--- src/rtl/lcd_buf_pkg.sv ---
// Shared widths, clear-FSM states and requester indices for the display
// buffer arbiter.
package lcd_buf_pkg;

  localparam int unsigned LCD_AW = 13;
  localparam int unsigned LCD_DW = 8;

  typedef enum logic [1:0] {
    C_IDLE = 2'd0,
    C_RUN  = 2'd1,
    C_DONE = 2'd2
  } clr_state_e;

  // Bit positions in the one-hot grant vector
  localparam logic [1:0] REQ_CAP  = 2'd0;
  localparam logic [1:0] REQ_HOST = 2'd1;
  localparam logic [1:0] REQ_TFT  = 2'd2;
  localparam logic [1:0] REQ_CLR  = 2'd3;

  typedef enum logic [1:0] {
    RD_NONE = 2'd0,
    RD_TFT  = 2'd1,
    RD_HOST = 2'd2
  } rd_sel_e;

endpackage

--- src/rtl/lcd_buf_arb_if.sv ---
// Requester, clear-control and RAM-side signals of the display buffer arbiter.
interface lcd_buf_arb_if
  import lcd_buf_pkg::*;
#(
  parameter int unsigned AW = LCD_AW,
  parameter int unsigned DW = LCD_DW
);
  logic          cap_req;
  logic [AW-1:0] cap_addr;
  logic [DW-1:0] cap_wdata;
  logic          cap_ack;

  logic          tft_rdreq;
  logic [AW-1:0] tft_raddr;
  logic          tft_rdack;
  logic [DW-1:0] tft_rdata;

  logic          host_req;
  logic          host_we;
  logic [AW-1:0] host_addr;
  logic [DW-1:0] host_wdata;
  logic          host_ack;
  logic [DW-1:0] host_rdata;
  logic          host_rvalid;

  logic          clr_start;
  logic [DW-1:0] clr_data;
  logic          clr_busy;
  logic          clr_done;

  logic          ram_cs;
  logic          ram_we;
  logic [AW-1:0] ram_addr;
  logic [DW-1:0] ram_wdata;
  logic [DW-1:0] ram_rdata;

  modport slave (
    input  cap_req, cap_addr, cap_wdata,
    output cap_ack,
    input  tft_rdreq, tft_raddr,
    output tft_rdack, tft_rdata,
    input  host_req, host_we, host_addr, host_wdata,
    output host_ack, host_rdata, host_rvalid,
    input  clr_start, clr_data,
    output clr_busy, clr_done,
    output ram_cs, ram_we, ram_addr, ram_wdata,
    input  ram_rdata
  );

  modport master (
    output cap_req, cap_addr, cap_wdata,
    input  cap_ack,
    output tft_rdreq, tft_raddr,
    input  tft_rdack, tft_rdata,
    output host_req, host_we, host_addr, host_wdata,
    input  host_ack, host_rdata, host_rvalid,
    output clr_start, clr_data,
    input  clr_busy, clr_done,
    input  ram_cs, ram_we, ram_addr, ram_wdata,
    output ram_rdata
  );

endinterface

--- src/rtl/lcd_buf_clr.sv ---
// Buffer-clear engine: walks 0..CLR_LAST, one write per granted cycle,
// and pulses clr_done once at the end.
module lcd_buf_clr
  import lcd_buf_pkg::*;
#(
  parameter int unsigned   AW       = LCD_AW,
  parameter logic [AW-1:0] CLR_LAST = 'h17bf
) (
  input  logic          clk,
  input  logic          rst_x,
  input  logic          clr_start,
  input  logic          clr_gnt,
  output logic          clr_req,
  output logic [AW-1:0] clr_addr,
  output logic          clr_busy,
  output logic          clr_done
);

  clr_state_e    state_r, state_nx;
  logic [AW-1:0] clr_cnt_r, clr_cnt_nx;

  always_ff @(posedge clk or negedge rst_x) begin
    if (!rst_x) begin
      state_r   <= C_IDLE;
      clr_cnt_r <= '0;
    end else begin
      state_r   <= state_nx;
      clr_cnt_r <= clr_cnt_nx;
    end
  end

  // The counter only moves on a granted write, so a preempted clear
  // resumes at the same address.
  always_comb begin
    state_nx   = state_r;
    clr_cnt_nx = clr_cnt_r;
    unique case (state_r)
      C_IDLE: begin
        if (clr_start) begin
          clr_cnt_nx = '0;
          state_nx   = C_RUN;
        end
      end
      C_RUN: begin
        if (clr_gnt) begin
          if (clr_cnt_r == CLR_LAST) state_nx = C_DONE;
          else                       clr_cnt_nx = clr_cnt_r + AW'(1);
        end
      end
      C_DONE:  state_nx = C_IDLE;
      default: state_nx = C_IDLE;
    endcase
  end

  assign clr_req  = (state_r == C_RUN);
  assign clr_busy = (state_r == C_RUN) || (state_r == C_DONE);
  assign clr_done = (state_r == C_DONE);
  assign clr_addr = clr_cnt_r;

endmodule

--- src/rtl/lcd_buf_arb.sv ---
// Single-port display buffer arbiter: cap > starved host > tft > host > clear,
// one combinational grant per cycle, read data returned one cycle later.
module lcd_buf_arb
  import lcd_buf_pkg::*;
#(
  parameter int unsigned   AW       = LCD_AW,
  parameter int unsigned   DW       = LCD_DW,
  parameter int unsigned   HOST_MAX = 7,
  parameter logic [AW-1:0] CLR_LAST = 'h17bf
) (
  input logic           clk,
  input logic           rst_x,
  lcd_buf_arb_if.slave  bus
);

  logic [3:0]    gnt;
  logic [2:0]    host_wait_r;
  logic          host_urgent;
  rd_sel_e       rd_sel_r, rd_sel_nx;
  logic          clr_req;
  logic [AW-1:0] clr_addr;

  lcd_buf_clr #(
    .AW       (AW),
    .CLR_LAST (CLR_LAST)
  ) u_clr (
    .clk       (clk),
    .rst_x     (rst_x),
    .clr_start (bus.clr_start),
    .clr_gnt   (gnt[REQ_CLR]),
    .clr_req   (clr_req),
    .clr_addr  (clr_addr),
    .clr_busy  (bus.clr_busy),
    .clr_done  (bus.clr_done)
  );

  assign host_urgent = bus.host_req && (host_wait_r == 3'(HOST_MAX));

  always_comb begin
    gnt = '0;
    if      (bus.cap_req)   gnt[REQ_CAP]  = 1'b1;
    else if (host_urgent)   gnt[REQ_HOST] = 1'b1;
    else if (bus.tft_rdreq) gnt[REQ_TFT]  = 1'b1;
    else if (bus.host_req)  gnt[REQ_HOST] = 1'b1;
    else if (clr_req)       gnt[REQ_CLR]  = 1'b1;
  end

  assign bus.cap_ack   = gnt[REQ_CAP];
  assign bus.host_ack  = gnt[REQ_HOST];
  assign bus.tft_rdack = gnt[REQ_TFT];

  always_ff @(posedge clk or negedge rst_x) begin
    if (!rst_x) begin
      host_wait_r <= '0;
    end else if (bus.host_req && !gnt[REQ_HOST]) begin
      if (!host_urgent) host_wait_r <= host_wait_r + 3'd1;
    end else begin
      host_wait_r <= '0;
    end
  end

  always_comb begin
    bus.ram_we    = 1'b0;
    bus.ram_addr  = '0;
    bus.ram_wdata = '0;
    if (gnt[REQ_CAP]) begin
      bus.ram_we    = 1'b1;
      bus.ram_addr  = bus.cap_addr;
      bus.ram_wdata = bus.cap_wdata;
    end else if (gnt[REQ_HOST]) begin
      bus.ram_we    = bus.host_we;
      bus.ram_addr  = bus.host_addr;
      bus.ram_wdata = bus.host_wdata;
    end else if (gnt[REQ_TFT]) begin
      bus.ram_addr  = bus.tft_raddr;
    end else if (gnt[REQ_CLR]) begin
      bus.ram_we    = 1'b1;
      bus.ram_addr  = clr_addr;
      bus.ram_wdata = bus.clr_data;
    end
  end

  assign bus.ram_cs = |gnt;

  always_comb begin
    rd_sel_nx = RD_NONE;
    if (gnt[REQ_TFT])                       rd_sel_nx = RD_TFT;
    else if (gnt[REQ_HOST] && !bus.host_we) rd_sel_nx = RD_HOST;
  end

  always_ff @(posedge clk or negedge rst_x) begin
    if (!rst_x) rd_sel_r <= RD_NONE;
    else        rd_sel_r <= rd_sel_nx;
  end

  assign bus.tft_rdata   = bus.ram_rdata;
  assign bus.host_rdata  = bus.ram_rdata;
  assign bus.host_rvalid = (rd_sel_r == RD_HOST);

endmodule
--- src/flat_wrapper.sv ---
// flat-port wrapper written by rule: the top's interface ports become plain ports
module lcd_buf_arb_flat import lcd_buf_pkg::*;
#(
  parameter int unsigned   AW       = LCD_AW,
  parameter int unsigned   DW       = LCD_DW,
  parameter int unsigned   HOST_MAX = 7,
  parameter logic [AW-1:0] CLR_LAST = 'h17bf
)
  (clk, rst_x, bus_cap_req, bus_cap_addr, bus_cap_wdata, bus_cap_ack, bus_tft_rdreq, bus_tft_raddr, bus_tft_rdack, bus_tft_rdata, bus_host_req, bus_host_we, bus_host_addr, bus_host_wdata, bus_host_ack, bus_host_rdata, bus_host_rvalid, bus_clr_start, bus_clr_data, bus_clr_busy, bus_clr_done, bus_ram_cs, bus_ram_we, bus_ram_addr, bus_ram_wdata, bus_ram_rdata);
  lcd_buf_arb_if #(.AW(AW), .DW(DW)) bus_i ();
  input logic clk;
  input logic rst_x;
  input wire logic [$bits(bus_i.cap_req)-1:0] bus_cap_req;
  input wire logic [$bits(bus_i.cap_addr)-1:0] bus_cap_addr;
  input wire logic [$bits(bus_i.cap_wdata)-1:0] bus_cap_wdata;
  output wire logic [$bits(bus_i.cap_ack)-1:0] bus_cap_ack;
  input wire logic [$bits(bus_i.tft_rdreq)-1:0] bus_tft_rdreq;
  input wire logic [$bits(bus_i.tft_raddr)-1:0] bus_tft_raddr;
  output wire logic [$bits(bus_i.tft_rdack)-1:0] bus_tft_rdack;
  output wire logic [$bits(bus_i.tft_rdata)-1:0] bus_tft_rdata;
  input wire logic [$bits(bus_i.host_req)-1:0] bus_host_req;
  input wire logic [$bits(bus_i.host_we)-1:0] bus_host_we;
  input wire logic [$bits(bus_i.host_addr)-1:0] bus_host_addr;
  input wire logic [$bits(bus_i.host_wdata)-1:0] bus_host_wdata;
  output wire logic [$bits(bus_i.host_ack)-1:0] bus_host_ack;
  output wire logic [$bits(bus_i.host_rdata)-1:0] bus_host_rdata;
  output wire logic [$bits(bus_i.host_rvalid)-1:0] bus_host_rvalid;
  input wire logic [$bits(bus_i.clr_start)-1:0] bus_clr_start;
  input wire logic [$bits(bus_i.clr_data)-1:0] bus_clr_data;
  output wire logic [$bits(bus_i.clr_busy)-1:0] bus_clr_busy;
  output wire logic [$bits(bus_i.clr_done)-1:0] bus_clr_done;
  output wire logic [$bits(bus_i.ram_cs)-1:0] bus_ram_cs;
  output wire logic [$bits(bus_i.ram_we)-1:0] bus_ram_we;
  output wire logic [$bits(bus_i.ram_addr)-1:0] bus_ram_addr;
  output wire logic [$bits(bus_i.ram_wdata)-1:0] bus_ram_wdata;
  input wire logic [$bits(bus_i.ram_rdata)-1:0] bus_ram_rdata;
  assign bus_i.cap_req = bus_cap_req;
  assign bus_i.cap_addr = bus_cap_addr;
  assign bus_i.cap_wdata = bus_cap_wdata;
  assign bus_cap_ack = bus_i.cap_ack;
  assign bus_i.tft_rdreq = bus_tft_rdreq;
  assign bus_i.tft_raddr = bus_tft_raddr;
  assign bus_tft_rdack = bus_i.tft_rdack;
  assign bus_tft_rdata = bus_i.tft_rdata;
  assign bus_i.host_req = bus_host_req;
  assign bus_i.host_we = bus_host_we;
  assign bus_i.host_addr = bus_host_addr;
  assign bus_i.host_wdata = bus_host_wdata;
  assign bus_host_ack = bus_i.host_ack;
  assign bus_host_rdata = bus_i.host_rdata;
  assign bus_host_rvalid = bus_i.host_rvalid;
  assign bus_i.clr_start = bus_clr_start;
  assign bus_i.clr_data = bus_clr_data;
  assign bus_clr_busy = bus_i.clr_busy;
  assign bus_clr_done = bus_i.clr_done;
  assign bus_ram_cs = bus_i.ram_cs;
  assign bus_ram_we = bus_i.ram_we;
  assign bus_ram_addr = bus_i.ram_addr;
  assign bus_ram_wdata = bus_i.ram_wdata;
  assign bus_i.ram_rdata = bus_ram_rdata;
  lcd_buf_arb #(.AW(AW), .DW(DW), .HOST_MAX(HOST_MAX), .CLR_LAST(CLR_LAST)) u_core (.clk(clk), .rst_x(rst_x), .bus(bus_i));
endmodule
--- config.mk ---
export PLATFORM = sky130hd
export DESIGN_NAME = lcd_buf_arb_flat
export DESIGN_NICKNAME = d
export VERILOG_FILES = /design/src/rtl/lcd_buf_pkg.sv /design/src/rtl/lcd_buf_arb_if.sv /design/src/rtl/lcd_buf_clr.sv /design/src/rtl/lcd_buf_arb.sv /design/src/flat_wrapper.sv
export SDC_FILE = /design/constraint.sdc
export NUM_CORES = 1
export LEC_CHECK = 0
export BUFFER_PORTS_ARGS = -buffer_cell sky130_fd_sc_hd__buf_4
export CAP_MARGIN = 20
export CELL_PAD_IN_SITES_DETAIL_PLACEMENT = 0
export CELL_PAD_IN_SITES_GLOBAL_PLACEMENT = 1
export CORE_ASPECT_RATIO = 1.4
export CORE_MARGIN = 3
export CORE_UTILIZATION = 30
export CTS_CLUSTER_DIAMETER = 120
export DETAILED_ROUTE_END_ITERATION = 16
export PLACE_DENSITY = 0.81
export SYNTH_ARGS = -nofsm -noshare
export SYNTH_HDL_FRONTEND = slang
export SYNTH_HIERARCHICAL = 1
export SYNTH_SLANG_ARGS = --single-unit
--- constraint.sdc ---
create_clock -name clk -period 2.6 [get_ports clk]
set_input_delay 0.39 -clock clk [delete_from_list [all_inputs] [get_ports clk]]
set_output_delay 0.39 -clock clk [all_outputs]
set_load 0.05 [all_outputs]
==> results_dict.tcl, run 1 <==
set metrics [dict create \
    outcome "complete, but fails checks" \
    violations "negative hold slack" \
    cts_root_buffer "clkbuf_8" \
    combPwrFrac_pct 40.8 \
    fillCellCount 710 \
    clock_power_share_pct 24.9 \
    hold_path_class "in2async" \
    worst_ep_required_time_ns 2.21 \
    vias 2271 \
    pwr-share-seq_pct 34.3 \
    place.gp.congestion 0.9098 \
    dp_hpwl_mm 5.375 \
    async_flop_share_pct 100.0 \
    grtUsageTotal_pct 17.62 \
    path_cells "ha_1, ha_1, nand2b_1, buf_4, a32oi_1, a21boi_1, buf_4" \
    port_buffers 98 \
    switching_share_pct 39.42 \
    critPathSlowestCell "dfrtp_1" \
    ir_drop_v 0.0002952 \
    cts_sinks 20 \
    setup.worst_path.class "reg2out" \
    grt_antenna_before_repair 0 \
    cp-start-kind "flip-flop" \
    period_share_pct 94.85 \
    synth_top_cell_area_share_pct 24.21 \
    ys_seq_area_share_pct 24.21 \
    routed-wl-met3_um 551 \
    clock_path_buffers 2 \
    crit_path_end_kind "output port" \
    max_stage_delay_ns 0.40 \
    drtIter0Drc 115 \
    die_area_um2 7936 \
    grt_pass1_vias 2290 \
    holdBufCountCts 0 \
    synth.distinct_cells 55 \
    row_count 35 \
    ff2ff_setup_slack_ns 0.50 \
    die_w_um 76.15 \
    tns_ns 0 \
    syn_inst 261 \
    synth_warnings 6 \
    slew_headroom_pct 54.92 \
    m1WireLength_mm 2.798 \
    ios 123 \
    ctsHtreeMaxLevel 1 \
    critical_path_depth 7 \
    p_leak_nw 1.298 \
    hold_violations 17 \
    place_area_um2 2718 \
    n_antenna_cell 0 \
    finalSetupViolCount 0 \
    clkTransAtPathRegs_ns 0.09 \
    post_drt_wl_per_cell_um 17.07 \
    cts_resized 0 \
    min_period_ns 2.466 \
    synth_edf_count 0 \
    yosysTopAreaCell "dfrtp_1" \
    critPathMaxFanout 15 \
    wl_met2_mm 3.731 \
    drive_gt1_share_pct 35.84 \
    holdWs_ns -0.006667 \
    drc 0 \
    cp_top_family "adder cells" \
    worstSetupStartpoint "u_core/host_wait_r[0]" \
    path_buf_inv 2 \
    grt_max_degree 34 \
    post_cts_buffers 0 \
    grt_pass1_wl_mm 11.40 \
    setup_ws_ns 0.1339 \
    synth_ff_type "dfrtp_1" \
    die_h_um 104.2 \
    grt_setup_unrepaired "no" \
    routed_wl_mm 7.239 \
    layout.nets 417 \
    syn_nets 345 \
    worstMarginPinSlew_ns 0.6700 \
    dp_cells 420 \
    synth_seq_cells 20 \
    drt-vias-per-instance 5.356 \
    finalClockSkew_ns 0.005921 \
    core_area_um2 6656 \
    endpoint "bus_ram_addr[8]" \
    antenna_left 0 \
    dr.max_layer_used "met4" \
    worstPathArrival_ns 2.08 \
    clock_latency_ns 0.27 \
    regToRegStartpoint "u_core/u_clr/clr_addr[0]" \
    stdcell_area_um2 2789 \
    first_pass_iters 8 \
    synthTopCellsByArea "dfrtp_1, nand2_1, buf_4" \
    layout.cells.non_filler 424 \
    drv_cap 0 \
    max_freq_mhz 405.5 \
    finalMaxSlewViolations 0 \
    initial_utilization_pct 31.05 \
    p_int_uw 786.3 \
    cts_tree "built" \
    avgSynthCellArea_um2 7.919 \
    numCtsBuffers 3 \
    syn-cell-area_um2 2067 \
    power.density_nw_per_um2 465.4 \
    reg2reg_depth 5 \
    r2r_end "u_core/u_clr/clr_addr[6]" \
    place_ws_ns 0.4233 \
    power.switching_uw 511.7 \
    area_delta_synth_final_pct 34.93 \
    overflow 0 \
]
-- cell usage in the layout, fill, tap and decap left out, drive strengths merged, types with 2 or more instances in the layout --
cell type / count
buf: 105
nand2: 41
o21ai: 21
dfrtp: 20
nor2: 13
inv: 11
a32oi: 11
a222oi: 8
o31ai: 8
nand3: 8
a31oi: 7
a21oi: 6
ha: 6
nand2b: 5
a41oi: 5
o211ai: 5
nor3: 4
clkbuf: 3
nor2b: 3
nand3b: 3
a21o: 3
a2bb2oi: 3
nand4: 3
nor4: 2
a211oi: 2
o22a: 2
or4: 2
a211o: 2
-- worst min-delay path by stage --
| stage | end | start | slack (ns) |
|---|---|---|---|
| final | u_core/u_clr/clr_addr[6] | rst_x | -0.007 |
| after global placement | u_core/u_clr/state_r[1] | rst_x | 0.29 |
| after global routing | u_core/u_clr/clr_addr[5] | rst_x | 0.01 |
| after CTS | u_core/u_clr/clr_addr[6] | rst_x | 0.007 |
| after floorplan | u_core/host_wait_r[0] | rst_x | 0.09 |
| after detailed placement | u_core/u_clr/state_r[0] | rst_x | 0.30 |
-- cell families after synthesis --
logic type	synth area share [%]
flip-flops	24.21
buffers and inverters	14.23
AO/OA/AOI/OAI	35.11
multiplexers	0.4843
adder cells (fa/ha/maj)	3.632
AND/OR/NAND/NOR	22.34
-- state kept, by name, summed over array words and instances (netlist names) --
name	cells
u_core/u_clr/clr_addr	13
u_core/host_wait_r	3
u_core/rd_sel_r	2
u_core/u_clr/state_r	2
-- synth_stat cells (2+ instances only) --
cell	count
buf_2	10
nand2_1	41
buf_4	18
o21ai_1	8
o31ai_1	8
a31oi_1	7
ha_1	6
a2bb2oi_1	3
a32oi_1	11
nor2_1	13
inv_1	11
dfrtp_1	20
nand4_1	3
buf_6	4
a41oi_1	5
a21oi_1	6
o211ai_1	4
nand3b_1	3
o21ai_0	13
nor2b_1	3
nor3_1	4
a21o_1	3
o22a_1	2
a222oi_1	8
nand2b_1	5
clkbuf_1	5
nand3_1	7
nor4_1	2
a211oi_1	2
-- power groups by stage --
stage,combinational [mW],sequential (mW),clock (mW)
final,0.530,0.445,0.323
after detailed placement,0.530,0.451,0
after floorplan,0.419,0.419,0
after global placement,0.524,0.446,0
after global routing,0.577,0.455,0.338
after CTS,0.532,0.444,0.327
-- layer usage --
layer	track usage, %	up-vias
met5	0	-
li1	-	1121
met4	6.736	0
met1	20.18	1039
met2	32.36	96
met3	2.946	15
-- cell type report --
type / instances / area (um2) / area share (%)
flip-flops and latches: 20 / 500.5 / 17.95
clock buffers: 3 / 41.29 / 1.480
inverters: 11 / 41.29 / 1.480
repair buffers: 105 / 788.3 / 28.26
well taps: 92 / 115.1 / 4.127
clock inverters: 1 / 30.03 / 1.077
multi-input cells: 192 / 1272 / 45.63
-- through the flow --
stage | utilization [%] | power [mW] | hold slack (ns)
after global routing | 41.90 | 1.370 | 0.01060
after detailed placement | 40.83 | 0.9813 | 0.2982
final | 41.90 | 1.298 | -0.006667
after global placement | 40.83 | 0.9699 | 0.2917
after floorplan | - | 0.8379 | 0.09441
after CTS | 41.90 | 1.303 | 0.006549
No activity file was read; power rests on OpenSTA's default activity.
==> run 2, diff against run 1 <==
Settings changed: CELL_PAD_IN_SITES_DETAIL_PLACEMENT 0 to 1, CORE_ASPECT_RATIO 1.4 to not set, CORE_MARGIN 3 to not set.
==> run 2 against run 1 <==
Against the previous run: the run still ends with negative hold slack left; flip-flop and latch count is the same; combinational power grew 2%; global-route usage grew 3.8 points; clock-buffer cell count is the same; total power shrank 7.0%; clock power shrank 35%; fmax shrank 1.6%; final cell count shrank 2.8%; register-to-register slack lost 0.09 ns; first-iteration DRC count grew 58%.
==> results_dict.tcl, run 2 (synthesis results as in run 1) <==
set metrics [dict create \
    outcome "complete, but fails checks" \
    violations "negative hold slack" \
    worstMarginPinSlew_ns 0.5969 \
    drv_cap 0 \
    ff2ff_setup_slack_ns 0.41 \
    tns_ns 0 \
    p_leak_nw 1.304 \
    power_mw 1.207 \
    place.gp.congestion 0.9413 \
    worstPathArrival_ns 2.12 \
    initial_utilization_pct 31.82 \
    hold_path_class "in2async" \
    grt_pass1_wl_mm 12.30 \
    ir_drop_v 0.0002925 \
    grt_setup_unrepaired "no" \
    drc 0 \
    clock_latency_ns 0.27 \
    cts_root_buffer "clkbuf_8" \
    n_antenna_cell 0 \
    grt_max_degree 38 \
    worst_ep_required_time_ns 2.21 \
    grt_antenna_before_repair 0 \
    grtUsageTotal_pct 21.41 \
    largest_register_ffs 13 \
    period_share_pct 96.35 \
    r2r_end "u_core/u_clr/clr_addr[5]" \
    die_w_um 85.01 \
    die_h_um 85.01 \
    slew_headroom_pct 59.79 \
    post_drt_wl_per_cell_um 18.96 \
    min_period_ns 2.505 \
    cts_sinks 20 \
    ctsHtreeMaxLevel 1 \
    first_pass_iters 7 \
    clkTransAtPathRegs_ns 0.08 \
    port_buffers 98 \
    die_area_um2 7226 \
    dp_hpwl_mm 6.010 \
    ios 123 \
    critPathMaxFanout 8 \
    max_freq_mhz 399.2 \
    holdWs_ns -0.009699 \
    layout.nets 421 \
    numCtsBuffers 3 \
    cts_tree "built" \
    grt_pass1_vias 2385 \
    finalMaxSlewViolations 0 \
    core_area_um2 6495 \
    row_count 29 \
    holdBufCountCts 0 \
    clock_path_buffers 2 \
    antenna_left 0 \
    cp-start-kind "flip-flop" \
    vias 2423 \
    routed_wl_mm 7.810 \
    area_delta_synth_final_pct 34.32 \
    drive_gt1_share_pct 36.72 \
    crit_path_end_kind "output port" \
    regToRegStartpoint "u_core/u_clr/clr_addr[0]" \
    final_cell_mix "buf_4, nand2_1, dfrtp_1, o21ai_1, nor2_1" \
    finalClockSkew_ns 0.008495 \
    finalSetupViolCount 0 \
    hold_violations 13 \
    overflow 0 \
    drt-vias-per-instance 5.881 \
    drtIter0Drc 182 \
    power.density_nw_per_um2 434.7 \
    final_common_cell "buf_4" \
    reg2reg_depth 5 \
    setup.worst_path.class "reg2out" \
]
run 2: cell count changes in the layout (fill, tap and decap cells not counted), sizes merged:
cell    change
buf         +4
bufinv      -1
run 2: through the flow:
step                utilization (%)  hold WS (ns)  instances  cell area (um2)  setup WS (ns)
finish                        42.75     -0.009699        412             2776        0.09498
global route                  42.75      0.004265        412             2776        0.01345
floorplan                         -       0.09441        261             2067         0.1119
CTS                           42.30     0.0004248        409             2748      0.0001479
global placement              41.67        0.2866        406             2706         0.3597
detailed placement            41.67        0.2906        406             2706         0.2982
run 2: where the power goes:
group	switching (mW)	total [mW]	internal [mW]
logic	0.320	0.542	0.222
registers	0.0947	0.456	0.361
clock network	0.106	0.209	0.104
run 2: worst max path at each step:
stage	from	to	slack (ns)	cells past startpoint
detailed placement	u_core/host_wait_r[0]	bus_ram_addr[8]	0.30	7
global placement	u_core/host_wait_r[0]	bus_ram_addr[8]	0.36	7
floorplan	u_core/host_wait_r[0]	bus_ram_addr[10]	0.11	6
finish	u_core/host_wait_r[0]	bus_ram_addr[5]	0.09	7
global route	u_core/u_clr/state_r[0]	bus_ram_addr[0]	0.01	7
CTS	u_core/host_wait_r[0]	bus_ram_addr[8]	0.0001	7
run 2: area by class of cell:
cell class / instances / area, um2
flip-flops and latches: 20 / 500.5
inverters: 11 / 41.29
fillers: 825 / 3719
well taps: 77 / 96.34
repair buffers: 109 / 822.0
clock buffers: 3 / 41.29
multi-input cells: 192 / 1275
run 2: critical path: stages (launching register included):
cell     delay, ns
dfrtp_1       0.41
ha_1          0.21
ha_2          0.23
nor2b_1       0.29
buf_4         0.23
o31ai_1       0.09
o21ai_1       0.17
buf_4         0.22
run 2: what timing repair did:
item	4_1_cts	5_1_grt
resized for setup	0	2
endpoints found under the setup margin	0	15
buffers inserted	0	3
run 2: per-layer routing:
| metal | global-route usage, % | part of all wire, % |
|---|---|---|
| met3 | 3.794 | 6.5 |
| met5 | 0 | 0 |
| met2 | 38.12 | 51 |
| met1 | 26.20 | 40 |
| met4 | 6.626 | 2.2 |
==> run 3, diff against run 2 <==
--- a/config.mk
+++ b/config.mk
@@ -11,6 +11,7 @@
 export CELL_PAD_IN_SITES_GLOBAL_PLACEMENT = 1
-export CORE_UTILIZATION = 30
+export CORE_UTILIZATION = 31
+export CTS_BUF_LIST = sky130_fd_sc_hd__clkbuf_4 sky130_fd_sc_hd__clkbuf_8
 export CTS_CLUSTER_DIAMETER = 120
 export DETAILED_ROUTE_END_ITERATION = 16
-export PLACE_DENSITY = 0.81
+export PLACE_DENSITY = 0.83
 export SYNTH_ARGS = -nofsm -noshare
==> constraint.sdc (replaced) <==
create_clock -name clk -period 2.6 [get_ports clk]
set_input_delay 0.26 -clock clk [delete_from_list [all_inputs] [get_ports clk]]
set_output_delay 0.26 -clock clk [all_outputs]
set_load 0.05 [all_outputs]
==> run 3 against run 2 <==
Against the previous run: the run now ends clean; clock power is 49% higher; flip-flop and latch count stayed put; largest power group unchanged; global-route usage is 0.35 points higher.
==> results_dict.tcl, run 3 (synthesis results as in run 1) <==
set metrics [dict create \
    p_leak_nw 1.298 \
    place_ws_ns 0.5130 \
    tns_ns 0 \
    clock_latency_ns 0.26 \
    power.switching_uw 517.8 \
    numCtsBuffers 3 \
    finalClockSkew_ns 0.005758 \
    drt-vias-per-instance 5.819 \
    ios 123 \
    drive_gt1_share_pct 35.54 \
    finalSetupViolCount 0 \
    die_area_um2 6998 \
    first_pass_iters 4 \
    layout.cells.non_filler 409 \
    cts_resized 0 \
    port_buffers 98 \
    finish.utilization_pct 43.42 \
    critPathMaxFanout 12 \
    grt_setup_unrepaired "no" \
    cp-start-kind "flip-flop" \
    hold_violations 0 \
    cts_root_buffer "clkbuf_8" \
    ctsHtreeMaxLevel 1 \
    power.density_nw_per_um2 470.3 \
    max_freq_mhz 421.8 \
    post_drt_wl_per_cell_um 18.79 \
    drv_cap 0 \
    place_area_um2 2691 \
    ir_drop_v 0.0002543 \
    outcome "completed" \
    holdWs_ns 0.1636 \
    vias 2380 \
    finalMaxSlewViolations 0 \
    grtUsageTotal_pct 21.76 \
    worstPathArrival_ns 2.11 \
    place.gp.congestion 0.9047 \
    cts_tree "built" \
    setup.worst_path.class "reg2out" \
    crit_path_end_kind "output port" \
    stdcell_area_um2 2773 \
    slew_headroom_pct 54.49 \
    p_int_uw 786.1 \
    combPwrFrac_pct 41.4 \
    drc 0 \
    drtIter0Drc 172 \
    die_w_um 83.66 \
    row_count 29 \
    area_delta_synth_final_pct 34.14 \
    post_cts_buffers 0 \
    worst_ep_required_time_ns 2.34 \
    clock_power_share_pct 23.9 \
    die_h_um 83.66 \
    antenna_left 0 \
    final_common_cell "buf_4" \
    pwr-share-seq_pct 34.7 \
    layout.nets 417 \
    initial_utilization_pct 32.37 \
    period_share_pct 91.19 \
    grt_pass1_vias 2437 \
    grt_pass1_wl_mm 12.31 \
    dp_cells 404 \
    setup_ws_ns 0.2290 \
    overflow 0 \
    dp_hpwl_mm 5.715 \
    hold_path_class "in2reg" \
    core_area_um2 6386 \
    grt_antenna_before_repair 0 \
    clock_path_buffers 2 \
    routed_wl_mm 7.685 \
    grt_max_degree 40 \
    clkTransAtPathRegs_ns 0.07 \
    largest_register_ffs 13 \
    switching_share_pct 39.71 \
    cts_sinks 20 \
    worstMarginPinSlew_ns 0.6764 \
    n_antenna_cell 0 \
    final_cell_mix "buf_4, nand2_1, dfrtp_1, o21ai_1, nor2_1" \
    min_period_ns 2.371 \
    power_mw 1.304 \
    fillCellCount 808 \
]
[run 3: cell count changes in the layout (fill, tap and decap cells not counted), sizes merged]
cell / previous run / this run
dlygate4sd3: 0 / 1
buf: 109 / 104
bufinv: 0 / 1
[run 3: worst max-delay path, stage by stage, from the launching register on]
cell      delay [ns]
dfrtp_1         0.40
ha_1            0.20
ha_1            0.26
nand2b_1        0.19
buf_4           0.19
a222oi_1        0.28
o21ai_1         0.13
buf_4           0.20
[run 3: what timing repair did]
item,in CTS,in global routing
endpoints found under the setup margin,0,0
hold endpoints to repair,20,0
hold buffers,1,0
[run 3: per-layer routing]
metal	global-route usage [%]	wire (um)	vias up
li1	-	-	1116
met5	0	0	-
met2	37.55	3792	109
met4	8.629	228	0
met3	3.858	520	18
met1	26.75	3144	1137
[run 3: power by group through the flow]
stage	clock [mW]	combinational [mW]	sequential, mW
6_report	0.311	0.540	0.452
4_1_cts	0.320	0.544	0.452
2_1_floorplan	0	0.419	0.419
3_5_place_dp	0	0.538	0.456
5_1_grt	0.330	0.585	0.464
3_3_place_gp	0	0.522	0.452
[run 3: path summary, 6_finish.rpt]
| kind | start | to | slack (ns) | depth (start not counted) |
|---|---|---|---|---|
| max | u_core/host_wait_r[0] | bus_ram_addr[6] | 0.23 | 7 |
| min | bus_host_we | u_core/rd_sel_r[1] | 0.16 | 2 |
| max reg2reg | u_core/u_clr/clr_addr[0] | u_core/u_clr/clr_addr[6] | 0.51 | 5 |
| min reg2reg | u_core/u_clr/clr_addr[1] | u_core/u_clr/clr_addr[1] | 0.58 | 2 |
| max in group asynchronous | rst_x | u_core/host_wait_r[0] | 1.97 | 2 |
| min in group asynchronous | rst_x | u_core/u_clr/state_r[1] | 0.42 | 2 |
[run 3: final cells by class]
type / instances / area, um2 / area share [%]
Clock buffer: 3 / 41.29 / 1.489
Clock inverter: 1 / 30.03 / 1.083
Inverter: 11 / 41.29 / 1.489
Multi-Input combinational cell: 192 / 1272 / 45.89
Sequential cell: 20 / 500.5 / 18.05
Tap cell: 77 / 96.34 / 3.475
Timing Repair Buffer: 105 / 790.8 / 28.52
